==> src/rtl/counter_pkg.sv <==
// counter_pkg: shared mode and FSM state encodings for mode_counter.
// Rev 1.0
`default_nettype none

package counter_pkg;

  localparam int MODE_W  = 2;
  localparam int STATE_W = 2;

  typedef enum logic [MODE_W-1:0] {
    WRAP    = 2'b00,
    SAT     = 2'b01,
    ONESHOT = 2'b10,
    RSVD    = 2'b11
  } mode_e;

  typedef enum logic [STATE_W-1:0] {
    IDLE = 2'd0,
    RUN  = 2'd1,
    DONE = 2'd2
  } state_e;

endpackage

`default_nettype wire

==> src/rtl/counter_step.sv <==
// counter_step: combinational next count value and boundary detection.
// Rev 1.0
`default_nettype none

module counter_step
  import counter_pkg::*;
#(
  parameter int               WIDTH   = 4,
  parameter logic [WIDTH-1:0] MAX_VAL = {WIDTH{1'b1}}
) (
  input  logic [WIDTH-1:0] out,
  input  logic             up,
  input  mode_e            mode,
  output logic [WIDTH-1:0] nxt,
  output logic             hit_bound,
  output logic             ovf_evt
);

  logic [WIDTH-1:0] bound;
  logic [WIDTH-1:0] opposite;
  logic [WIDTH-1:0] stepped;
  logic             at_bound;

  always_comb begin
    bound     = up ? MAX_VAL : '0;
    opposite  = up ? '0 : MAX_VAL;
    stepped   = up ? (out + WIDTH'(1)) : (out - WIDTH'(1));
    at_bound  = (out == bound);
    nxt       = stepped;
    hit_bound = 1'b0;
    ovf_evt   = 1'b0;
    if (at_bound) begin
      // Stepping past the bound: SAT and ONESHOT hold, WRAP and RSVD jump across.
      ovf_evt = 1'b1;
      nxt     = ((mode == SAT) || (mode == ONESHOT)) ? out : opposite;
    end else begin
      hit_bound = (stepped == bound);
    end
  end

endmodule

`default_nettype wire

==> src/rtl/mode_counter.sv <==
// mode_counter: up/down counter with WRAP/SAT/ONESHOT modes and IDLE/RUN/DONE control FSM.
// Rev 1.0
`default_nettype none

module mode_counter
  import counter_pkg::*;
#(
  parameter int               WIDTH   = 4,
  parameter logic [WIDTH-1:0] MAX_VAL = {WIDTH{1'b1}}
) (
  input  logic             clk,
  input  logic             rst,
  input  logic             start,
  input  logic             stop,
  input  logic             en,
  input  logic             up,
  input  logic             clr,
  input  logic             load,
  input  logic [WIDTH-1:0] load_val,
  input  logic [1:0]       mode,
  output logic [WIDTH-1:0] out,
  output logic             tc,
  output logic             ovf,
  output logic             busy
);

  state_e           state_q;
  state_e           state_d;
  mode_e            mode_sel;
  logic [WIDTH-1:0] out_d;
  logic             tc_d;
  logic             ovf_d;
  logic             step;
  logic [WIDTH-1:0] nxt;
  logic             hit_bound;
  logic             ovf_evt;
  logic [WIDTH-1:0] load_clamped;

  assign mode_sel     = mode_e'(mode);
  assign load_clamped = (load_val > MAX_VAL) ? MAX_VAL : load_val;

  counter_step #(
    .WIDTH   (WIDTH),
    .MAX_VAL (MAX_VAL)
  ) u_step (
    .out       (out),
    .up        (up),
    .mode      (mode_sel),
    .nxt       (nxt),
    .hit_bound (hit_bound),
    .ovf_evt   (ovf_evt)
  );

  always_ff @(posedge clk or negedge rst) begin
    if (!rst) begin
      state_q <= IDLE;
    end else begin
      state_q <= state_d;
    end
  end

  always_comb begin
    state_d = state_q;
    out_d   = out;
    tc_d    = 1'b0;
    ovf_d   = ovf;
    step    = (state_q == RUN) && en && !clr && !load && !stop;

    if (clr) begin
      out_d = '0;
      ovf_d = 1'b0;
    end else if (load) begin
      out_d = load_clamped;
    end else if (step) begin
      out_d = nxt;
      tc_d  = hit_bound;
      if (ovf_evt) begin
        ovf_d = 1'b1;
      end
    end

    case (state_q)
      IDLE: begin
        if (start) begin
          state_d = RUN;
        end
      end
      RUN: begin
        // A ONESHOT step that lands on, or pushes against, the bound finishes the run.
        if (stop) begin
          state_d = IDLE;
        end else if (step && (mode_sel == ONESHOT) && (hit_bound || ovf_evt)) begin
          state_d = DONE;
        end
      end
      DONE: begin
        if (clr || load) begin
          state_d = IDLE;
        end
      end
      default: state_d = IDLE;
    endcase
  end

  always_ff @(posedge clk or negedge rst) begin
    if (!rst) begin
      out  <= '0;
      tc   <= 1'b0;
      ovf  <= 1'b0;
      busy <= 1'b0;
    end else begin
      out  <= out_d;
      tc   <= tc_d;
      ovf  <= ovf_d;
      busy <= (state_d == RUN);
    end
  end

endmodule

`default_nettype wire

==> config.mk <==
export PLATFORM = sky130hd
export DESIGN_NAME = mode_counter
export DESIGN_NICKNAME = d
export VERILOG_FILES = /design/src/rtl/counter_pkg.sv /design/src/rtl/counter_step.sv /design/src/rtl/mode_counter.sv
export SDC_FILE = /design/constraint.sdc
export NUM_CORES = 1
export LEC_CHECK = 0
export ABC_AREA = 1
export BUFFER_PORTS_ARGS = -buffer_cell sky130_fd_sc_hd__buf_4
export CORE_ASPECT_RATIO = 0.8
export CORE_MARGIN = 2
export CORE_UTILIZATION = 28
export DETAILED_ROUTE_END_ITERATION = 8
export PLACE_DENSITY = 0.58
export SLEW_MARGIN = 5
export SYNTH_ARGS = -nofsm -noshare
export SYNTH_HDL_FRONTEND = slang
export SYNTH_SLANG_ARGS = --single-unit
==> constraint.sdc <==
create_clock -name clk -period 1.7 [get_ports clk]
set_input_delay 0.255 -clock clk [delete_from_list [all_inputs] [get_ports clk]]
set_output_delay 0.255 -clock clk [all_outputs]
set_load 0.01 [all_outputs]
* Yosys cells after proc, flatten, opt, wreduce, memory -nomap -nowiden
Cells that the tools add are included.
** Operators by class
- Reductions and logical operators :: 18
- $lt $le $gt $ge :: 1
- Equality and inequality tests :: 9
- Multiplexer cells :: 23
- Add/sub/neg operators :: 2
** Operator list (number)
- $mux 4 :: 9
- $mux 1 :: 9
- $eq 4x4->1 :: 2
- $mux 2 :: 4
- $eq 2x1->1 const B :: 3
- $logic_and 1x1->1 :: 6
- $pmux 2 s3 :: 1
- $add 4x1->4 const B :: 1
- $eq 2x2->1 const B :: 2
- $gt 4x4->1 const B :: 1
- $ne 4x4->1 const B :: 1
- $reduce_bool 2->1 :: 2
- $sub 4x1->4 const B :: 1
- $logic_not 1->1 :: 3
- $logic_or 1x1->1 :: 3
- $reduce_and 3->1 :: 1
- $reduce_bool 3->1 :: 1
- $logic_not 2->1 :: 1
- $ne 2x2->1 const B :: 1
- $reduce_and 2->1 :: 1
** Word-level totals
- Logic and storage cells :: 58
- Register bits after elaboration :: 9
- Input port bits :: 14
- Output and inout bits :: 7

* Logic depth before layout (Yosys ltp)
- Depth in word-level cells :: 11
- Gate-level depth with buffers :: 12
- Mapped depth without buffers :: 12

* Cells and area by module
From an unflattened synthesis, not the netlist that was laid out.
** Unflattened totals
- Cell total of the unflattened synthesis :: 111
- Area, all modules :: 748.2 um^2
** By module, submodules not included
- mode_counter :: area an instance 476.7 um^2, seq. area each 225.2 um^2, times used 1, cells each 60
- counter_step :: area an instance 271.5 um^2, seq. area each 0.0 um^2, times used 1, cells each 51

* Worst setup path after synthesis
OpenSTA, ideal clock, no wires.
- Path type :: register to register
- Start :: register out[0]
- End :: register busy
- Stages on the path, launching flop included :: 12
- Path buffers :: 0
- Arrival :: 1509 ps
- Library setup time :: 118 ps
- Required time :: 1582 ps
- Setup slack :: 73 ps
- Clock period less this slack :: 1627 ps
- Cell sequence :: dfrtp_1 fa_1 inv_1 nand2_1 nand2_1 nand3_1 nand2_1 nand3_1 nand2_1 nand2_1 nand2_1 nand2_1
** On the way
- Longest elaborated chain between the ends :: 10
- Elaborated cells between the ends (all ways) :: 13
- Those cells by class :: 2 x add/sub; 3 x eq/ne; 6 x mux; 2 x reduce/logical
** RTL lines
- start, declared :: RTL line mode_counter.sv:21 : output logic [WIDTH-1:0] out,
- start signal, assigned :: RTL line mode_counter.sv:112 : out <= out_d;
- $sub 4x1->4 / $add 4x1->4 (equally long branches) :: RTL line counter_step.sv:27 : stepped = up ? (out + WIDTH'(1)) : (out - WIDTH'(1));
- $mux 4 :: RTL line counter_step.sv:27
- $eq 4x4->1 :: RTL line counter_step.sv:37 : hit_bound = (stepped == bound);
- $mux 1 :: RTL line counter_step.sv:32 : if (at_bound) begin
- $logic_or 1x1->1 (*) :: RTL line mode_counter.sv:92 : end else if (step && (mode_sel == ONESHOT) && (hit_bound || ovf_evt)) begin
- $logic_and 1x1->1 (*) :: RTL line mode_counter.sv:92
- $mux 2 (*) :: RTL line mode_counter.sv:92
- $mux 2 (*) :: RTL line mode_counter.sv:90 : if (stop) begin
- $pmux 2 s3 (*) :: RTL line mode_counter.sv:82 : case (state_q)
- $eq 2x1->1 (*) :: RTL line mode_counter.sv:115 : busy <= (state_d == RUN);
- end signal, assigned :: RTL line mode_counter.sv:115
- end, declared :: RTL line mode_counter.sv:24 : output logic busy
Every way passes the cells marked *; elsewhere a longest branch is shown, timed or not.
A chain may end at the register's enable or synchronous reset.

* Worst setup path after layout
- Start :: register out[1]
- End :: register state_q[0]
** On the way
- Longest elaborated chain between the ends :: 9
- Elaborated cells between the ends (all ways) :: 12
- Those cells by class :: 2 x add/sub; 2 x eq/ne; 6 x mux; 2 x reduce/logical
** RTL lines
- $sub 4x1->4 / $add 4x1->4 (equally long branches) :: RTL line counter_step.sv:27
- $mux 4 :: RTL line counter_step.sv:27
- $eq 4x4->1 :: RTL line counter_step.sv:37
- $mux 1 :: RTL line counter_step.sv:32
- $logic_or 1x1->1 (*) :: RTL line mode_counter.sv:92
- $logic_and 1x1->1 (*) :: RTL line mode_counter.sv:92
- $mux 2 (*) :: RTL line mode_counter.sv:92
- $mux 2 (*) :: RTL line mode_counter.sv:90
- $pmux 2 s3 (*) :: RTL line mode_counter.sv:82
- named net state_d[0] :: RTL line mode_counter.sv:28 : state_e state_d;
- end signal, assigned :: RTL line mode_counter.sv:58 : state_q <= state_d;
- end, declared :: RTL line mode_counter.sv:27 : state_e state_q;
The timed path passes the listed nets; every way through them passes the cells marked *.

==> results.cfg <==
[drt]
detail-route-antenna-nets = 0
top_layer = met3
m1WireLength_um = 755
wirelength_um = 1600
drcViolationCount = 0
wl_met2_um = 765
wl_met3_um = 73
wire_per_inst_um = 10.9
vias = 668
avgViaCountPerCell = 4.54
drt_iter0_drc = 12
dr.pass1.iters = 4

[final_layout]
final_area_um2 = 992
syn_to_final_growth_pct = 47.7
final_cells = 147
final_cell_mix = nand2_1 (29), buf_4 (26), nand3_1 (10)
antenna_cells = 0
fillCellCount = 227
layout.nets = 141
drive_above_1_share = 0.443
layout_commonest_cell = nand2_1

[clock_tree]
cts_buffers = 3
cts_tree = built
clock_latency_ns = 0.26
htreeDepth = 1
cts_root_buf = clkbuf_4
cts_num_sinks = 9
clockBufferDepth = 2
path_clk_slew_ns = 0.06

[yosys]
synth-simple-area-share = 0.421
synth-xor-area-share = 0.0242
postSynthAreaPerCell_um2 = 7.38
ys_ff_latch = 9
synth_top_family_by_area = simple AND/OR/NAND/NOR gates
synthAdderAreaFrac = 0.0857
ys.flop_type = dfrtp_1
synthDistinctLibCells = 22
muxShareOfSynthArea = 0
synth_warnings = 0
syn_inst = 91
synth_edf_count = 0
seq_area_frac_synth = 0.335
synth_compound_area_frac = 0.0596
syn_area_um2 = 672
syn_nets = 109
async_reset_ff_frac = 1.00

[setup_path]
crit_required_ns = 1.84
timing.rr.end = state_q[0]$_DFF_PN0_
r2r-start = out[1]$_DFFE_PN0P_
max_stage_delay_ns = 0.55
worstPathMaxFanout = 4
r2r_setup_slack_ns = 0.06
crit_slowest_cell = fa_2
arrival_ns = 1.79
setup.worst_path.class = reg -> reg
cp_cell_sequence = fa_2, nand4_1, nand3_1, nand3_2, nand2_1, nand2_2, nand2_2, nand2_1
end_kind = register
ff2ff_path_depth = 8
worst_setup_path_start_kind = register

[sta]
worstMarginPinSlew_ns = 0.287
slew_violations = 0
min_period_ns = 1.64
fmax_ghz = 0.608
finalHoldViolCount = 0
whs_ns = 0.220
fin_crit_sh = 0.967
relSlewSlack = 0.807
fin_skew_ns = 0.00772
setup_viol = 0
setup_tns_ns = 0

[placed_design]
hpwl_um = 1260
io_buffer_count = 20
place_congestion = 0.780
place_inst = 141
dpl_cell_area_um2 = 891

[floorplanning]
die_w_um = 58.8
initial_core_util = 0.303
ios = 21
dieArea_um2 = 2810
coreArea_um2 = 2210
die_h_um = 47.8
row_count = 15

[worst_hold_path]
min_to = busy$_DFF_PN0_
hold_class = in -> reg
hp-start = start
hold_path_depth = 3

[global_route]
grt_usage = 0.118
grt_pass1_wl_um = 2370
grt_antenna_before_repair = 0
grt_max_degree = 10
gr-total-overflow = 0
grt_pass1_vias = 548

[power_and_ir_drop]
power_leakage_nw = 0.519
irDropWorstVdd_uv = 400
powerDensity_nw_per_um2 = 750

[outcome]
outcome = finished, final reports clean

[job]
maxCapViolations = 0
[stage by stage]
step	util	setup WS (ns)	total power, mW
after floorplan	-	0.0732	0.420
after global placement	0.402	0.00262	0.531
after CTS	0.419	0.0469	0.704
after detailed placement	0.402	-0.0303	0.531
final	0.448	0.0558	0.744
after global routing	0.448	-0.0212	0.806
[worst max-delay path: cells and delay by family, from the launching register on]
kind / cells / cell delay (ns)
adder cells (fa/ha/maj): 1 / 0.55
AND/OR/NAND/NOR: 7 / 0.53
flip-flops: 1 / 0.45
[per-layer routing]
metal / GRT usage / vias to the layer above
li1: - / 353
met1: 0.153 / 301
met2: 0.187 / 14
met3: 0.0486 / 0
met4: 0.0273 / 0
met5: 0 / -
[worst max path at each step]
stage                             from              endpoint  slack (ns)  cells past startpoint
CTS                 out[2]$_DFFE_PN0P_  state_q[0]$_DFF_PN0_        0.05                     11
global placement                    up  state_q[0]$_DFF_PN0_       0.003                     13
finish              out[1]$_DFFE_PN0P_  state_q[0]$_DFF_PN0_        0.06                      8
floorplan           out[0]$_DFFE_PN0P_        busy$_DFF_PN0_        0.07                     11
detailed placement                  up  state_q[0]$_DFF_PN0_       -0.03                     13
global route        out[1]$_DFFE_PN0P_  state_q[0]$_DFF_PN0_       -0.02                     11
[cell usage after synthesis (2+ instances only)]
| master | instances | share of area |
|---|---|---|
| nand2_1 | 33 | 0.18 |
| nor3_1 | 2 | 0.015 |
| inv_1 | 10 | 0.056 |
| nand2_2 | 2 | 0.019 |
| inv_2 | 2 | 0.011 |
| nor2_1 | 4 | 0.022 |
| dfrtp_1 | 9 | 0.34 |
| ha_1 | 3 | 0.056 |
| nand3_1 | 13 | 0.097 |
[cell type report]
cell class | instances | area (um2) | share of cell area
Clock buffer | 4 | 26.3 | 0.0265
Inverter | 13 | 50.0 | 0.0504
Multi-Input combinational cell | 69 | 453 | 0.456
Sequential cell | 9 | 226 | 0.228
Tap cell | 25 | 31.3 | 0.0315
Timing Repair Buffer | 27 | 205 | 0.207
[logic make-up (layout without fill, tap and decap cells)]
family / after synthesis / in the layout
xor gates and xnor gates: 1 / 1
and+or+nand+nor: 59 / 59
AOI/OAI and AO/OA: 5 / 5
adders and majority gates: 4 / 4
DFF: 9 / 9
buffers and inverters: 13 / 44
[where the power goes]
group | leakage, nW | total [mW] | switching (mW) | internal, mW
clock network | 0.0150 | 0.165 | 0.0744 | 0.0904
logic | 0.388 | 0.325 | 0.171 | 0.154
registers | 0.116 | 0.254 | 0.0191 | 0.235
total | 0.519 | 0.744 | 0.265 | 0.479
[sequential cells by signal (all words and copies together), names as in the netlist]
| signal | flops |
|---|---|
| busy | 1 |
| out | 4 |
| ovf | 1 |
| state_q | 2 |
| tc | 1 |
[timing repair]
| action | CTS | global route |
|---|---|---|
| setup buffers | 0 | 1 |
| resized for setup | 0 | 14 |
| hold endpoints to repair | 9 | 0 |
| endpoints found under the setup margin | 0 | 6 |
| hold buffers | 1 | 0 |
Power figures use the tool's default switching activity.
